<file path="src/rtl/float_sub_seq.sv">
// float_sub_seq: multi-cycle |a|-|b| subtractor for 8-bit minifloat {sign,exp,mant}.
// Ports: clk, rst_n, in_valid/in_ready, a, b, out_valid/out_ready, out_data, underflow.
module float_sub_seq #(
    parameter int EXP_W = 3,
    parameter int MAN_W = 4
) (
    input  logic                   clk,
    input  logic                   rst_n,
    input  logic                   in_valid,
    output logic                   in_ready,
    input  logic [EXP_W+MAN_W:0]   a,
    input  logic [EXP_W+MAN_W:0]   b,
    output logic                   out_valid,
    input  logic                   out_ready,
    output logic [EXP_W+MAN_W:0]   out_data,
    output logic                   underflow
);
    localparam int W  = 1 + EXP_W + MAN_W;
    localparam int SW = MAN_W + 1;

    localparam logic [2:0] IDLE  = 3'd0;
    localparam logic [2:0] ALIGN = 3'd1;
    localparam logic [2:0] SUB   = 3'd2;
    localparam logic [2:0] NORM  = 3'd3;
    localparam logic [2:0] DONE  = 3'd4;

    logic [2:0]       state_q, state_d;
    logic [SW-1:0]    sa_q, sa_d;
    logic [SW-1:0]    sb_q, sb_d;
    logic [SW-1:0]    s_q, s_d;
    logic [EXP_W-1:0] e_q, e_d;
    logic [EXP_W-1:0] cnt_q, cnt_d;
    logic             shift_a_q, shift_a_d;
    logic             sign_q, sign_d;
    logic [W-1:0]     out_data_q, out_data_d;
    logic             underflow_q, underflow_d;
    logic             out_valid_q, out_valid_d;

    logic [EXP_W-1:0] ea, eb;
    logic             unused_signs;

    // Input signs are ignored: only magnitudes take part.
    assign unused_signs = a[W-1] ^ b[W-1];
    assign ea = a[W-2:MAN_W];
    assign eb = b[W-2:MAN_W];

    assign in_ready  = (state_q == IDLE);
    assign out_valid = out_valid_q;
    assign out_data  = out_data_q;
    assign underflow = underflow_q;

    always_comb begin
        state_d     = state_q;
        sa_d        = sa_q;
        sb_d        = sb_q;
        s_d         = s_q;
        e_d         = e_q;
        cnt_d       = cnt_q;
        shift_a_d   = shift_a_q;
        sign_d      = sign_q;
        out_data_d  = out_data_q;
        underflow_d = underflow_q;
        out_valid_d = out_valid_q;
        case (state_q)
            IDLE: begin
                if (in_valid) begin
                    sa_d = {|ea, a[MAN_W-1:0]};
                    sb_d = {|eb, b[MAN_W-1:0]};
                    if (ea >= eb) begin
                        e_d       = ea;
                        cnt_d     = ea - eb;
                        shift_a_d = 1'b0;
                    end else begin
                        e_d       = eb;
                        cnt_d     = eb - ea;
                        shift_a_d = 1'b1;
                    end
                    state_d = ALIGN;
                end
            end
            ALIGN: begin
                if (cnt_q != '0) begin
                    // Truncating alignment of the smaller-exponent operand.
                    if (shift_a_q) sa_d = sa_q >> 1;
                    else           sb_d = sb_q >> 1;
                    cnt_d = cnt_q - 1'b1;
                end else begin
                    state_d = SUB;
                end
            end
            SUB: begin
                if (sa_q >= sb_q) begin
                    s_d    = sa_q - sb_q;
                    sign_d = 1'b0;
                end else begin
                    s_d    = sb_q - sa_q;
                    sign_d = 1'b1;
                end
                state_d = NORM;
            end
            NORM: begin
                if (s_q == '0) begin
                    out_data_d  = '0;
                    underflow_d = 1'b0;
                    out_valid_d = 1'b1;
                    state_d     = DONE;
                end else if (s_q[SW-1]) begin
                    out_data_d  = {sign_q, e_q, s_q[MAN_W-1:0]};
                    underflow_d = 1'b0;
                    out_valid_d = 1'b1;
                    state_d     = DONE;
                end else if (e_q <= EXP_W'(1)) begin
                    // Cannot normalise further: emit with exp code 0.
                    out_data_d  = {sign_q, {EXP_W{1'b0}}, s_q[MAN_W-1:0]};
                    underflow_d = 1'b1;
                    out_valid_d = 1'b1;
                    state_d     = DONE;
                end else begin
                    s_d = s_q << 1;
                    e_d = e_q - 1'b1;
                end
            end
            DONE: begin
                if (out_ready) begin
                    out_valid_d = 1'b0;
                    state_d     = IDLE;
                end
            end
            default: begin
                out_valid_d = 1'b0;
                state_d     = IDLE;
            end
        endcase
    end

    always_ff @(posedge clk or negedge rst_n) begin
        if (!rst_n) begin
            state_q     <= IDLE;
            sa_q        <= '0;
            sb_q        <= '0;
            s_q         <= '0;
            e_q         <= '0;
            cnt_q       <= '0;
            shift_a_q   <= 1'b0;
            sign_q      <= 1'b0;
            out_data_q  <= '0;
            underflow_q <= 1'b0;
            out_valid_q <= 1'b0;
        end else begin
            state_q     <= state_d;
            sa_q        <= sa_d;
            sb_q        <= sb_d;
            s_q         <= s_d;
            e_q         <= e_d;
            cnt_q       <= cnt_d;
            shift_a_q   <= shift_a_d;
            sign_q      <= sign_d;
            out_data_q  <= out_data_d;
            underflow_q <= underflow_d;
            out_valid_q <= out_valid_d;
        end
    end
endmodule
</file>
<file path="config.mk">
export PLATFORM = sky130hd
export DESIGN_NAME = float_sub_seq
export DESIGN_NICKNAME = d
export VERILOG_FILES = /design/src/rtl/float_sub_seq.sv
export SDC_FILE = /design/constraint.sdc
export NUM_CORES = 1
export LEC_CHECK = 0
export ABC_AREA = 0
export ABC_CLOCK_PERIOD_IN_PS = 2500
export CORE_MARGIN = 2
export CORE_UTILIZATION = 55
export CTS_CLUSTER_SIZE = 25
export DETAILED_ROUTE_END_ITERATION = 7
export PLACE_DENSITY = 0.88
export SLEW_MARGIN = 10
export SYNTH_ARGS = -nofsm -noshare
export SYNTH_HDL_FRONTEND = slang
export SYNTH_SLANG_ARGS = --single-unit
</file>
<file path="constraint.sdc">
create_clock -name clk -period 2.5 [get_ports clk]
set_clock_uncertainty 0.1 [all_clocks]
set_input_delay 0.5 -clock clk [delete_from_list [all_inputs] [get_ports clk]]
set_output_delay 0.5 -clock clk [all_outputs]
set_load 0.005 [all_outputs]
</file>
==> impl_metrics.yaml, run 1 <==
worst_setup_path:
  critical_path_class: "reg2reg"
  critPathMaxStageDelay_ns: 0.38
  reg2regPathDepth: 9
  r2r_end: "s_q[4]"
  reg2reg_from: "sa_q[0]"
  cp.buffers_inverters: 1
  required_ns: 2.58
  critPathSlowestCell: "dfrtp_1"
  crit_path_start_kind: "flip-flop"
  crit_path_end_kind: "flip-flop"
  critical_path_arrival_ns: 2.44
  crit_path_max_fanout: 3
  worstPathCellList: "inv_1, ha_1, fa_1, and2b_1, o21a_1, nor2_1, mux2_4, a2111oi_2, a21oi_1"
  cp_top_family: "adder cells"
  r2r_slack_ns: 0.14
drt:
  routed_wl_um: 4934
  vias_per_cell: 5.760
  detail_route.wl_per_cell_um: 14.64
  ant_nets: 0
  drc: 0
  drtPass1Iterations: 4
  drt_first_iter_violations: 115
  vias: 1941
logic_synthesis:
  synthAdderAreaFrac_pct: 13.17
  synthCells: 253
  synthSimpleGateAreaFrac_pct: 17.12
  synth_top_area_share_pct: 38.88
  syn-cell-area_um2: 2317
  ys_ff_latch: 36
  synth_top_area_cell: "dfrtp_1"
  synth_cell_type_count: 51
  syn-num-nets: 295
  yosys_warnings: 0
  synth_xor_area_share_pct: 0.7559
  synth-seq-area-share_pct: 38.88
  avgSynthCellArea_um2: 9.159
  synth_top_family_by_area: "compound AO/OA/AOI/OAI gates"
  synthMuxAreaShare_pct: 4.428
  synth_compound_area_share_pct: 20.36
  synth.area.top_cells: "dfrtp_1 39%, ha_1 9.7%, a21oi_1 3.9%"
placement:
  post-place-ws_ns: -0.02334
  dp.cells: 329
  dp_hpwl_um: 3662
  io_buffers: 28
  place.gp.congestion: 0.8143
grt:
  grt_usage_pct: 23.13
  grt_pass1_vias: 1783
  grt_start_max_net_pins: 37
  gr-total-overflow: 0
  grt_antenna_before_repair: 0
  grt_pass1_wl_um: 8024
floorplanning:
  placementRows: 23
  core_area_um2: 4029
  die_x_um: 68.91
  top_level_ports: 31
  start_util_pct: 57.52
  die_area_um2: 4749
  die_height_um: 68.91
power:
  power_leakage_nw: 1.240
  power_density_nw_per_um2: 1425
  ir_drop_v: 0.001147
  power_mw: 3.962
min_path:
  hp-class: "reg2reg"
  hp-start: "out_data[5]"
  whs_path_depth: 2
  hold_end: "out_data[5]"
cts:
  ctsHtreeMaxLevel: 2
  cts_tree: "done"
  post-cts-setup-buffer-count: 0
  tritoncts.num_buffers: 5
  clock-root-buffer: "clkbuf_8"
  hold_buffers: 0
  clock_latency_ns: 0.30
  cts_max_path_buffers: 2
  clk_pin_slew_ns: 0.08
  cts_num_sinks: 36
  cts_resized: 0
timing:
  finalSetupViolations: 0
  post-route-period-util_pct: 94.27
  slew_headroom_pct: 69.63
  rsz0062_at_grt: "false"
  final_max_slew_viol_count: 0
  min_period_ns: 2.357
  fmax_mhz: 424.3
  hold_viol: 0
  tightest_slew_ns: 0.4555
  setup_ws_ns: 0.1433
layout:
  drive_gt1_share_pct: 9.059
  syn2layout_area_growth_pct: 19.98
  antennaDiodeCount: 0
  nets: 328
  fin_util_pct: 69.01
  final_cells: 337
status:
  status: "complete, no violations"
run:
  cap_violations: 0
[synthesized netlist by cell type, drive strengths merged]
cell / instances
o32a: 1
a32o: 1
nand4: 1
and3: 1
o21bai: 2
a21boi: 2
nor2: 17
o31ai: 2
o22ai: 11
dfrtp: 36
o211ai: 4
fa: 4
a21o: 1
o2111ai: 1
and2: 2
inv: 23
nor3b: 2
nand3: 4
mux2i: 2
o311ai: 1
o21a: 3
and2b: 2
nor3: 10
nand2: 26
xnor2: 2
clkbuf: 3
a31oi: 5
nor4: 1
a21oi: 20
nand2b: 3
nor2b: 7
buf: 5
or4: 1
mux2: 7
and4: 1
o21ai: 18
a2111oi: 1
or3: 1
ha: 18
o41ai: 1
[metal layers]
metal | GRT usage, % | wire length (µm) | vias to the layer above
met5 | 0 | 0 | -
met4 | 7.353 | 62 | 0
met3 | 4.870 | 167 | 9
met2 | 38.70 | 2444 | 42
met1 | 29.93 | 2259 | 929
li1 | - | - | 961
[report_power, final]
group | internal, mW | switching, mW
Sequential | 0.875 | 0.283
Combinational | 1.06 | 1.22
Clock | 0.295 | 0.225
[registers in the layout, indices dropped and copies added (netlist names)]
register / flops
out_data: 8
s_q: 5
sa_q: 5
sb_q: 5
cnt_q: 3
e_q: 3
state_q: 3
out_valid: 1
shift_a_q: 1
sign_q: 1
underflow: 1
[cells by family after synthesis]
group / Yosys count
mux: 9
xor+xnor: 2
compound gates: 74
buf+inv: 31
simple gates: 79
flops: 36
fa+ha+maj: 22
[per-stage QoR]
stage          hold slack (ns)  TNS [ns]  cell area [µm²]
2_1_floorplan           0.1044         0             2317
3_3_place_gp            0.3642         0             2669
3_5_place_dp            0.3813  -0.02334             2669
4_1_cts                 0.3996         0             2780
5_1_grt                 0.4130         0             2780
6_report                0.3876         0             2780
[worst max path at each step]
| stage | to | startpoint | cells after the start | slack, ns |
|---|---|---|---|---|
| 2_1_floorplan | s_q[4] | sa_q[0] | 9 | 0.30 |
| 3_3_place_gp | cnt_q[2] | b[6] | 8 | 0.07 |
| 3_5_place_dp | cnt_q[2] | b[6] | 8 | -0.02 |
| 4_1_cts | s_q[4] | sa_q[0] | 9 | 0.14 |
| 5_1_grt | s_q[4] | sa_q[0] | 9 | 0.04 |
| 6_report | s_q[4] | sa_q[0] | 9 | 0.14 |
[worst reg2reg max path: stages, from the launching register on]
cell and delay, ns:
dfrtp_1 0.38, inv_1 0.06, ha_1 0.23, fa_1 0.37, and2b_1 0.22, o21a_1 0.12, nor2_1 0.06, mux2_4 0.27
a2111oi_2 0.37, a21oi_1 0.07
[cell usage in the layout, fill, tap and decap left out, drive strengths merged, types with 2 or more instances in the layout]
master,netlist,routed
o21ai,18,18
o21bai,2,2
and2b,2,2
xnor2,2,2
o22ai,11,11
dfrtp,36,36
a21boi,2,2
o21a,3,3
clkbuf,3,5
nor2b,7,7
mux2,7,7
a21oi,20,20
a31oi,5,5
o31ai,2,2
mux2i,2,2
nor2,17,17
nand2b,3,3
clkdlybuf4s50,0,28
nand3,4,4
fa,4,4
inv,23,23
nor3,10,10
nand2,26,26
and2,2,2
buf,5,6
o211ai,4,4
ha,18,18
nor3b,2,2
[cell type report]
class	instances	area (µm²)
multi-input combinational	186	1294
fill	331	1249
sequential	36	900.9
timing repair buffer	34	325.3
inverter	23	86.33
clock buffer	5	68.82
tap	50	62.56
clock inverter	3	42.54
Note: power is estimated with default switching activity, not from simulation.
==> run 2: changes to the inputs <==
--- a/config.mk
+++ b/config.mk
@@ -11,7 +11,7 @@
 export CORE_UTILIZATION = 55
 export CTS_CLUSTER_SIZE = 25
 export DETAILED_ROUTE_END_ITERATION = 7
-export PLACE_DENSITY = 0.88
+export PLACE_DENSITY = 0.8
 export SLEW_MARGIN = 10
 export SYNTH_ARGS = -nofsm -noshare
 export SYNTH_HDL_FRONTEND = slang
==> run 2 against run 1 <==
  * First-iteration DRC count increased by 12%
  * Via count is 1.1% lower
  * Cell area fell by 0.27%
  * Flip-flop and latch count is the same
  * Non-clock buffer count increased by 1
  * Critical path type unchanged
  * Critical endpoint unchanged
  * Largest power group unchanged
==> impl_metrics.yaml, run 2 (synthesis gave the netlist of run 1 again) <==
layout:
  mostFrequentLayoutCell: "dfrtp_1"
  drive_gt1_share_pct: 9.408
  nets: 329
  syn2layout_area_growth_pct: 19.65
  antennaDiodeCount: 0
  mostFrequentLayoutCells: "36 x dfrtp_1, 28 x clkdlybuf4s50_1, 24 x nand2_1"
  fillers: 341
  largest_reg_flops: 8
  fin_util_pct: 68.82
grt:
  grt_pass1_vias: 1878
  gr-total-overflow: 0
  grt_antenna_before_repair: 0
  grt_start_max_net_pins: 37
  grt_usage_pct: 24.10
  grt_pass1_wl_um: 8424
placement:
  post-place-ws_ns: -0.005443
  place.gp.congestion: 0.8036
  dp_hpwl_um: 3674
  io_buffers: 28
worst_setup_path:
  crit_path_start_kind: "flip-flop"
  critical_path_class: "reg2reg"
  critical_path_arrival_ns: 2.42
  crit_path_max_fanout: 8
  crit_path_end_kind: "flip-flop"
  required_ns: 2.57
floorplanning:
  placementRows: 23
  die_x_um: 68.91
  start_util_pct: 57.52
  core_area_um2: 4029
  top_level_ports: 31
  die_height_um: 68.91
  die_area_um2: 4749
cts:
  clk_pin_slew_ns: 0.07
  ctsHtreeMaxLevel: 2
  hold_buffers: 0
  tritoncts.num_buffers: 5
  clock-root-buffer: "clkbuf_8"
  cts_max_path_buffers: 2
  cts_num_sinks: 36
  clock_latency_ns: 0.29
  cts_tree: "done"
drt:
  ant_nets: 0
  routed_wl_um: 4969
  drt_first_iter_violations: 129
  highest_layer: "met4"
  drt-met1-wl_um: 2284
  met2_length_um: 2435
  drc: 0
  vias_per_cell: 5.697
  drtPass1Iterations: 4
  detail_route.wl_per_cell_um: 14.74
  wl_met3_um: 177
  vias: 1920
timing:
  finalSetupViolations: 0
  rsz0062_at_grt: "false"
  hold-worst-slack_ns: 0.3821
  post-route-period-util_pct: 94.11
  setup_ws_ns: 0.1472
  tightest_slew_ns: 0.4735
  slew_headroom_pct: 68.44
  min_period_ns: 2.353
  fmax_mhz: 425.0
  final_max_slew_viol_count: 0
  hold_viol: 0
power:
  ir_drop_v: 0.0007774
  power_density_nw_per_um2: 1406
  power_leakage_nw: 1.231
min_path:
  hp-class: "reg2reg"
run:
  cap_violations: 0
status:
  status: "complete, no violations"
## run 2: changes by cell type in the layout (fill, tap and decap cells not counted), sizes merged
cell and change:
buf +1, bufinv -1
## run 2: cell type report
| type | instances | area [µm²] | share of cell area [%] |
|---|---|---|---|
| multi-input combinational | 186 | 1309 | 47.20 |
| sequential | 36 | 900.9 | 32.49 |
| timing repair buffer | 35 | 332.8 | 12.00 |
| inverter | 23 | 86.33 | 3.114 |
| clock buffer | 5 | 68.82 | 2.482 |
| tap | 50 | 62.56 | 2.256 |
| clock inverter | 2 | 12.51 | 0.4513 |
## run 2: power breakdown
group          internal [mW]  total, mW  leakage, nW  switching (mW)
Clock                  0.189      0.402       0.0400           0.213
Combinational           1.08       2.33        0.765            1.26
Sequential             0.875       1.16        0.425           0.288
## run 2: what timing repair did
| item | in CTS | in global routing |
|---|---|---|
| buffers inserted | 0 | 1 |
| resized for setup | 0 | 2 |
| endpoints found under the setup margin | 0 | 1 |
## run 2: per-stage QoR
step | setup TNS (ns) | instances | power, mW | area, µm²
finish | 0 | 337 | 3.898 | 2773
global route | 0 | 337 | 4.269 | 2773
CTS | 0 | 336 | 3.857 | 2750
detailed placement | -0.005443 | 329 | 3.430 | 2669
global placement | 0 | 329 | 3.337 | 2669
floorplan | 0 | 253 | 2.785 | 2317
## run 2: worst paths after layout
check / start / endpoint / slack, ns / cells past startpoint
worst min-delay path: out_data[5] / out_data[5] / 0.38 / 2
worst max register to register: sa_q[2] / s_q[4] / 0.15 / 8
worst max-delay path: sa_q[2] / s_q[4] / 0.15 / 8
min in group asynchronous: rst_n / out_data[2] / 0.53 / 2
worst min register to register: out_data[5] / out_data[5] / 0.38 / 2
max in group asynchronous: rst_n / sa_q[2] / 1.44 / 2
## run 2: metal layers
| layer | vias up | track usage (%) |
|---|---|---|
| met5 | - | 0 |
| met4 | 0 | 7.843 |
| met3 | 8 | 4.221 |
| met2 | 38 | 41.47 |
| met1 | 913 | 30.73 |
| li1 | 961 | - |
## run 2: critical path, stage by stage, from the launching register on
cell and delay [ns]:
dfrtp_1 0.41, inv_1 0.06, ha_1 0.39, a21oi_1 0.20, o21ai_2 0.12, a21oi_2 0.19
mux2_4 0.33, a2111oi_4 0.36, a21oi_1 0.07
